`config.mk`:
```
export PLATFORM = sky130hd
export DESIGN_NAME = axi_write_master
export DESIGN_NICKNAME = d
export VERILOG_FILES = /design/src/rtl/axi_write_master_pkg.sv /design/src/rtl/axi_write_master_beat_counter.sv /design/src/rtl/axi_write_master.sv
export SDC_FILE = /design/constraint.sdc
export NUM_CORES = 1
export LEC_CHECK = 0
export CAP_MARGIN = 20
export CORE_AREA = 8 8 244 246
export CTS_BUF_LIST = sky130_fd_sc_hd__clkbuf_8 sky130_fd_sc_hd__clkbuf_16
export DETAILED_ROUTE_END_ITERATION = 16
export DIE_AREA = 0 0 252 254
export PLACE_DENSITY = 0.43
export SLEW_MARGIN = 20
export SYNTH_ARGS = -nofsm -noshare
export SYNTH_HDL_FRONTEND = slang
export SYNTH_SLANG_ARGS = --single-unit
```
`constraint.sdc`:
```
create_clock -name clk -period 4.45 [get_ports clk]
set_input_delay 0.6675 -clock clk [delete_from_list [all_inputs] [get_ports clk]]
set_output_delay 0.6675 -clock clk [all_outputs]
set_load 0.01 [all_outputs]
```
`src/rtl/axi_write_master_pkg.sv`:
```
// Shared types for the c0_s1 AXI write initiator: FSM encoding, BRESP codes, default widths.
package sw_axi_pkg;

    localparam int DEF_ID_WIDTH   = 8;
    localparam int DEF_ADDR_WIDTH = 32;
    localparam int DEF_DATA_WIDTH = 256;
    localparam int LEN_WIDTH      = 8;

    typedef enum logic [1:0] {
        ST_IDLE = 2'd0,
        ST_ADDR = 2'd1,
        ST_DATA = 2'd2,
        ST_RESP = 2'd3
    } wr_state_e;

    typedef enum logic [1:0] {
        BRESP_OKAY   = 2'b00,
        BRESP_EXOKAY = 2'b01,
        BRESP_SLVERR = 2'b10,
        BRESP_DECERR = 2'b11
    } bresp_e;

endpackage

```
`src/rtl/axi_write_master_beat_counter.sv`:
```
// Beat counter plus last-beat compare for one AXI write burst; kept separate so a
// multi-port write arbiter can reuse it per port.
module axi_wr_beat_counter
    import sw_axi_pkg::*;
(
    input  logic                 clk,
    input  logic                 rst_n,
    input  logic                 clr_i,
    input  logic                 inc_i,
    input  logic [LEN_WIDTH-1:0] len_i,
    output logic                 last_o
);

    logic [LEN_WIDTH-1:0] cnt_q, cnt_d;

    always_comb begin
        cnt_d = cnt_q;
        if (clr_i)      cnt_d = '0;
        else if (inc_i) cnt_d = cnt_q + 1'b1;
    end

    always_ff @(posedge clk or negedge rst_n) begin
        if (!rst_n) cnt_q <= '0;
        else        cnt_q <= cnt_d;
    end

    assign last_o = (cnt_q == len_i);

endmodule

```
`src/rtl/axi_write_master.sv`:
```
// Single-burst AXI write initiator (AW/W/B) for the c0_s1 path.
// Define AXI_WR_RESP_CHECK_EN to enable BID checking and the sticky error output.
module axi_write_master
    import sw_axi_pkg::*;
#(
    parameter int ID_WIDTH   = DEF_ID_WIDTH,
    parameter int ADDR_WIDTH = DEF_ADDR_WIDTH,
    parameter int DATA_WIDTH = DEF_DATA_WIDTH
) (
    input  logic                  clk,
    input  logic                  rst_n,
    input  logic [ID_WIDTH-1:0]   wr_id_in,
    input  logic [ADDR_WIDTH-1:0] wr_addr_in,
    input  logic [LEN_WIDTH-1:0]  wr_len_in,
    input  logic                  wr_info_valid_in,
    output logic                  wr_info_rdy_out,
    input  logic [DATA_WIDTH-1:0] wr_data_in,
    input  logic                  wr_data_valid_in,
    output logic                  wr_data_rdy_out,
    input  logic                  axi_awready_in,
    output logic [ID_WIDTH-1:0]   axi_awid_out,
    output logic [ADDR_WIDTH-1:0] axi_awaddr_out,
    output logic [LEN_WIDTH-1:0]  axi_awlen_out,
    output logic                  axi_awvalid_out,
    input  logic                  axi_wready_in,
    output logic [DATA_WIDTH-1:0] axi_wdata_out,
    output logic                  axi_wlast_out,
    output logic                  axi_wvalid_out,
    input  logic [ID_WIDTH-1:0]   axi_bid_in,
    input  logic [1:0]            axi_bresp_in,
    input  logic                  axi_bvalid_in,
    output logic                  axi_bready_out,
`ifdef AXI_WR_RESP_CHECK_EN
    output logic                  wr_err_sticky_out,
`endif
    output logic                  wr_done_valid_out,
    output logic [1:0]            wr_done_resp_out
);

    wr_state_e             state_q, state_d;
    logic [ID_WIDTH-1:0]   awid_q, awid_d;
    logic [ADDR_WIDTH-1:0] awaddr_q, awaddr_d;
    logic [LEN_WIDTH-1:0]  awlen_q, awlen_d;
    logic                  done_q, done_d;
    logic [1:0]            resp_q, resp_d;
    logic                  in_data, w_hs, accept, last_beat;

    assign in_data = (state_q == ST_DATA);
    assign w_hs    = in_data && wr_data_valid_in && axi_wready_in;
    // No new descriptor while the done pulse of the previous burst is still out.
    assign accept  = (state_q == ST_IDLE) && !done_q && wr_info_valid_in;

`ifdef AXI_WR_RESP_CHECK_EN
    logic err_q, err_d;
    logic bid_bad;
    assign bid_bad = (axi_bid_in != awid_q);
`else
    logic unused_bid;
    assign unused_bid = ^axi_bid_in;
`endif

    axi_wr_beat_counter u_beat_cnt (
        .clk    (clk),
        .rst_n  (rst_n),
        .clr_i  (accept),
        .inc_i  (w_hs),
        .len_i  (awlen_q),
        .last_o (last_beat)
    );

    always_comb begin
        state_d  = state_q;
        awid_d   = awid_q;
        awaddr_d = awaddr_q;
        awlen_d  = awlen_q;
        done_d   = 1'b0;
        resp_d   = resp_q;
`ifdef AXI_WR_RESP_CHECK_EN
        err_d    = err_q;
`endif
        case (state_q)
            ST_IDLE: if (accept) begin
                awid_d   = wr_id_in;
                awaddr_d = wr_addr_in;
                awlen_d  = wr_len_in;
                state_d  = ST_ADDR;
            end
            ST_ADDR: if (axi_awready_in) state_d = ST_DATA;
            ST_DATA: if (w_hs && last_beat) state_d = ST_RESP;
            ST_RESP: if (axi_bvalid_in) begin
                done_d  = 1'b1;
                resp_d  = axi_bresp_in;
`ifdef AXI_WR_RESP_CHECK_EN
                if (bid_bad) begin
                    resp_d = BRESP_SLVERR;
                    err_d  = 1'b1;
                end
`endif
                state_d = ST_IDLE;
            end
            default: state_d = ST_IDLE;
        endcase
    end

    always_ff @(posedge clk or negedge rst_n) begin
        if (!rst_n) begin
            state_q  <= ST_IDLE;
            awid_q   <= '0;
            awaddr_q <= '0;
            awlen_q  <= '0;
            done_q   <= 1'b0;
            resp_q   <= BRESP_OKAY;
`ifdef AXI_WR_RESP_CHECK_EN
            err_q    <= 1'b0;
`endif
        end else begin
            state_q  <= state_d;
            awid_q   <= awid_d;
            awaddr_q <= awaddr_d;
            awlen_q  <= awlen_d;
            done_q   <= done_d;
            resp_q   <= resp_d;
`ifdef AXI_WR_RESP_CHECK_EN
            err_q    <= err_d;
`endif
        end
    end

    // rst_n gates the IDLE ready so every ready/valid is low while reset is held.
    assign wr_info_rdy_out   = rst_n && (state_q == ST_IDLE) && !done_q;
    assign axi_awvalid_out   = (state_q == ST_ADDR);
    assign axi_awid_out      = awid_q;
    assign axi_awaddr_out    = awaddr_q;
    assign axi_awlen_out     = awlen_q;
    assign axi_wvalid_out    = in_data && wr_data_valid_in;
    assign wr_data_rdy_out   = in_data && axi_wready_in;
    assign axi_wdata_out     = wr_data_in;
    assign axi_wlast_out     = in_data && last_beat;
    assign axi_bready_out    = (state_q == ST_RESP);
    assign wr_done_valid_out = done_q;
    assign wr_done_resp_out  = resp_q;
`ifdef AXI_WR_RESP_CHECK_EN
    assign wr_err_sticky_out = err_q;
`endif

endmodule

```
After elaboration in Yosys (flattened, before gate mapping)
Cells that the tools add are included.
{"block": "op_classes", "shift": 0, "add_sub_neg": 1, "n_eq_ne": 8, "bitwise_logic": 0, "div_mod_pow": 0, "multipliers": 0, "muxes": 9, "n_lt_le_gt_ge": 0, "n_reduce_logical": 15}
{"operator": "$mux 8", "count": 2}
{"operator": "$logic_and 1x1->1", "count": 9}
{"operator": "$add 8x1->8 const B", "count": 1}
{"operator": "$eq 8x8->1", "count": 1}
{"operator": "$mux 2", "count": 4}
{"operator": "$pmux 2 s4", "count": 1}
{"operator": "$ne 2x2->1 const B", "count": 3}
{"operator": "$eq 2x2->1 const B", "count": 2}
{"operator": "$reduce_and 2->1", "count": 2}
{"operator": "$reduce_and 4->1", "count": 1}
{"operator": "$eq 2x1->1 const B", "count": 1}
{"operator": "$logic_not 2->1", "count": 1}
{"operator": "$mux 1", "count": 2}
{"operator": "$ne 2x1->1 const B", "count": 1}
{"operator": "$reduce_bool 2->1", "count": 1}
{"operator": "$logic_not 1->1", "count": 1}
{"block": "totals", "n_memories": 0, "ram_bits": 0, "ff_bits": 61, "latchBits": 0, "out_inout_bits": 313, "rom_bits": 0, "in_bits": 321}

Depth between registers and ports, before layout
{"block": "logic_depth", "ltp_word": 6, "mapped_depth": 7}

Modules after synthesis
A second synthesis with hierarchy kept.
{"block": "unflattened", "hier_cells": 537, "hier_area_um2": 4528.1}
{"mod": "axi_write_master", "instances": 1, "area_per_inst_um2": 4051.4, "cells_each": 488}
{"mod": "axi_wr_beat_counter", "instances": 1, "area_per_inst_um2": 476.7, "cells_each": 49}

Least setup slack after synthesis
Ideal clock, no wire load.
{"block": "synth_path", "path_type": "reg-to-output", "startpoint": "register awlen_q[7] (netlist: axi_awlen_out[7])", "endpoint": "output axi_wlast_out", "path_buffers": 0, "t_arrival_ns": 1.192, "t_required_ns": 3.783, "path_slack_ns": 2.591, "stages_incl_launch_ff": 4, "cell_sequence": "dfrtp_1 > xor2_1 > nor4_2 > and3_1"}
{"block": "synth_between", "elab_chain_cells": 2}
{"element": "from (decl)", "line_no": "axi_write_master.sv:43", "rtl": "logic [LEN_WIDTH-1:0] awlen_q, awlen_d;"}
{"element": "from (signal assigned)", "line_no": "axi_write_master.sv:120", "rtl": "awlen_q <= awlen_d;"}
{"element": "$eq 8x8->1", "line_no": "axi_write_master_beat_counter.sv:27", "rtl": "assign last_o = (cnt_q == len_i);"}
{"element": "$logic_and 1x1->1", "line_no": "axi_write_master.sv:138", "rtl": "assign axi_wlast_out = in_data && last_beat;"}
{"element": "to (decl)", "line_no": "axi_write_master.sv:27", "rtl": "output logic axi_wlast_out,"}
Every way passes these cells.

Worst setup path after layout
{"block": "layout_path", "startpoint": "register awlen_q[5] (netlist: axi_awlen_out[5])", "endpoint": "output axi_wlast_out"}
The elaborated chain is that of the path after synthesis.

==> results.md <==
* Die Span Y at 254 µm
* Synth area leaders: buf_4, dfrtp_1, nand2_1, xor2_1, ha_1
* Min-delay worst type: reg2reg
* Max capacitance violation total at 0
* Largest net degree at the start of global routing at 62
* Synth Instances at 540
* Post_cts resized at 0
* Crit Path Max Fanout at 4
* Syn_nets at 867
* Hold Crit Start: axi_awaddr_out[2]
* Largest family of logic cells by synthesized area: buffers and inverters
* CP max stage cell: clkdlybuf4s50_1
* Global-route wire length before repair at 21.69 mm
* Yosys warns at 0
* Reg-to-Reg Start: state_q[0]
* HPWL after DPL at 11.79 mm
* Crit path largest cell delay at 0.54 ns
* Pwr/cell area at 583.4 mW/mm²
* Worst setup EP type: primary output
* Worst-Skew Late Latency at 0.37 ns
* Final period util at between 60% and 70%
* Starting Density at a little over 8%
* Num rows at 87
* Leak at 2.040 nW
* TNS Setup at 0 ns
* Critical path cell sequence: xor2_1 -> nor4_2 -> and3_1 -> clkdlybuf4s50_1
* CP arrival at about 2.3 ns
* FF-to-FF setup slack at around 2.3 ns
* Max VDD drop at 0.0001715 V
* Final wirelength at 15.93 mm
* Bufs and invs on worst path at 1
* Share of cells above drive strength 1 at approximately 5.4%
* CTS Buffer Depth at 2
* Crit path launch type: flip-flop
* Core ar. at between 0.05 and 0.06 mm²
* Final instance area at 0.004954 mm²
* Total chip power at 2.890 mW
* GR Overflow Total at 0
* Die area at between 0.06 and 0.07 mm²
* Crit path max-delay family: simple AND/OR/NAND/NOR gates
* #FFs+latches synth at 61
* Fin crit period at roughly 2.9 ns
* I/O pins at 634
* Initial antenna violation count at 0
* Worst hold endpoint: axi_awaddr_out[2]
* RR Endpoint: axi_awaddr_out[5]
* DRT Pass-1 Iters at 4
* Most frequent cells in the layout: nand2_1, clkdlybuf4s50_1, dfrtp_1
* Top cell type by total area after synthesis: buf_4
* Vias in the first global route at 3035
* CP required at 3.78 ns
* Worst Hold Depth at 2
* TritonCTS clock tree: built
* Total number of vias at between 2000 and 3000
* Number of H-tree levels at 3
* Total CTS buffers at 9
* Vias per Instance at 2.337
* Most common cell after layout, fill and taps aside: nand2_1
* Sequential fraction of the synthesis area at about a third
* Root Buffer: clkbuf_16
* Simple-gate portion of the synthesized area at 16.40%
* Max-Slew Margin vs Limit at 38.23%
* ANT cells at 0
* ANT nets after route at 0
* Clock Sinks at 61
* WL per Instance at 13.74 µm
* Peak Freq at 0.3433 GHz
* Count of input and output buffers at 113
* Hold_buf cts at 0
* Pins Over Slew Limit at 0
* Fin nets at 726
* Adder-cell area share of the yosys netlist at under 10%
* Crit path kind: reg2out
* Area after DPL at 0.004661 mm²
* Fin Clk Skew at 0.004128 ns
* Fin. Hold Viols at 0
* Run status: finished clean
* Reg2Reg Depth at 6
* Synth Area in Compound Gates at less than 1%
* Synth cell types at 26
* Final Setup Violations at 0
* Die Wd at around 250 µm
* Gr usage total at 4.935%
* Post-synthesis mux area share at less than 1%
* Iter 0 DRT Violations at 79
* Global placer's final weighted congestion at 0.6502
* Xor/xnor share of the synthesized area at 2.898%
* Mapped cell area at 0.004533 mm²
* DRC at 0
* RSZ-0062 raised after global routing: no
* Synth-to-Final Area Change at 9.274%
* Slew @ Worst Pin at ~0.93 ns
* Core Util, Final at just under 9%
* Mean Syn Cell Area at around 8.4 µm²
* CTS clock-pin slew for the worst setup and hold paths at 0.06 ns
* Top cell type's share of synthesized area at a little over two fifths
* Post CTS Setup Buffer Count at 0
[metal layers]
layer	vias to the layer above	routed length, µm	GRT usage [%]
met4	8	1739	5.852
met1	1126	4993	4.120
li1	1116	-	-
met3	150	2984	4.703
met2	311	6041	5.985
met5	-	173	2.238
[through the flow]
step | hold slack [ns] | std cells | worst slack (ns)
floorplan | 0.3719 | 540 | 2.591
global placement | 0.4599 | 1144 | 1.827
detailed placement | 0.4619 | 1144 | 1.818
CTS | 0.4768 | 1160 | 1.452
global route | 0.4975 | 1160 | 1.400
finish | 0.4709 | 1160 | 1.538
[registers in the layout, indices dropped and copies added (netlist names)]
register           count
axi_awaddr_out        32
axi_awid_out           8
axi_awlen_out          8
u_beat_cnt.cnt_q       8
state_q                2
wr_done_resp_out       2
wr_done_valid_out      1
[cells in the mapped netlist]
master	instances
a222oi_1	1
a311oi_1	1
a31oi_1	1
and2_1	3
and3_1	4
and3b_1	2
and4_1	1
buf_1	5
buf_2	3
buf_4	256
clkbuf_1	4
dfrtp_1	61
ha_1	6
inv_1	5
mux2_1	2
mux2i_1	2
nand2_1	148
nand3_1	1
nand3b_1	2
nand4_1	4
nor2_1	9
nor2b_1	1
nor3b_1	1
nor4_2	2
xnor2_1	2
xor2_1	13
[layout make-up]
| cell class | instances | area [µm²] |
|---|---|---|
| fillers | 6588 | 50780 |
| multi-input cells | 206 | 1018 |
| clock inverters | 7 | 67.56 |
| clock buffers | 9 | 225.2 |
| repair buffers | 116 | 1151 |
| well taps | 756 | 945.9 |
| inverters | 5 | 18.77 |
| flip-flops and latches | 61 | 1526 |
[tightest hold or removal path, cell delays in order (launching register included)]
cell     delay (ns)
dfrtp_1        0.34
nand2_1        0.05
nand2_1        0.06
[worst max path at each step]
| stage | start | endpoint | slack (ns) | cells past startpoint |
|---|---|---|---|---|
| 3_5_place_dp | wr_info_valid_in | axi_awaddr_out[0] | 1.82 | 5 |
| 4_1_cts | axi_awlen_out[1] | axi_wlast_out | 1.45 | 4 |
| 3_3_place_gp | wr_info_valid_in | axi_awaddr_out[0] | 1.83 | 5 |
| 6_report | axi_awlen_out[5] | axi_wlast_out | 1.54 | 4 |
| 2_1_floorplan | axi_awlen_out[7] | axi_wlast_out | 2.59 | 3 |
| 5_1_grt | axi_awlen_out[5] | axi_wlast_out | 1.40 | 4 |
[where the power goes]
part           total, mW  internal [mW]  switching [mW]
Clock              0.741          0.430           0.311
Combinational       1.20          0.615           0.582
Sequential         0.952          0.788           0.164
Total               2.89           1.83            1.06
[kinds of logic after synthesis]
logic type               after synthesis
buffers and inverters                273
AND/OR/NAND/NOR                      178
multiplexers                           4
adder cells (fa/ha/maj)                6
XOR/XNOR                              15
AO/OA/AOI/OAI                          3
flip-flops                            61
No activity file was read; power rests on OpenSTA's default activity.
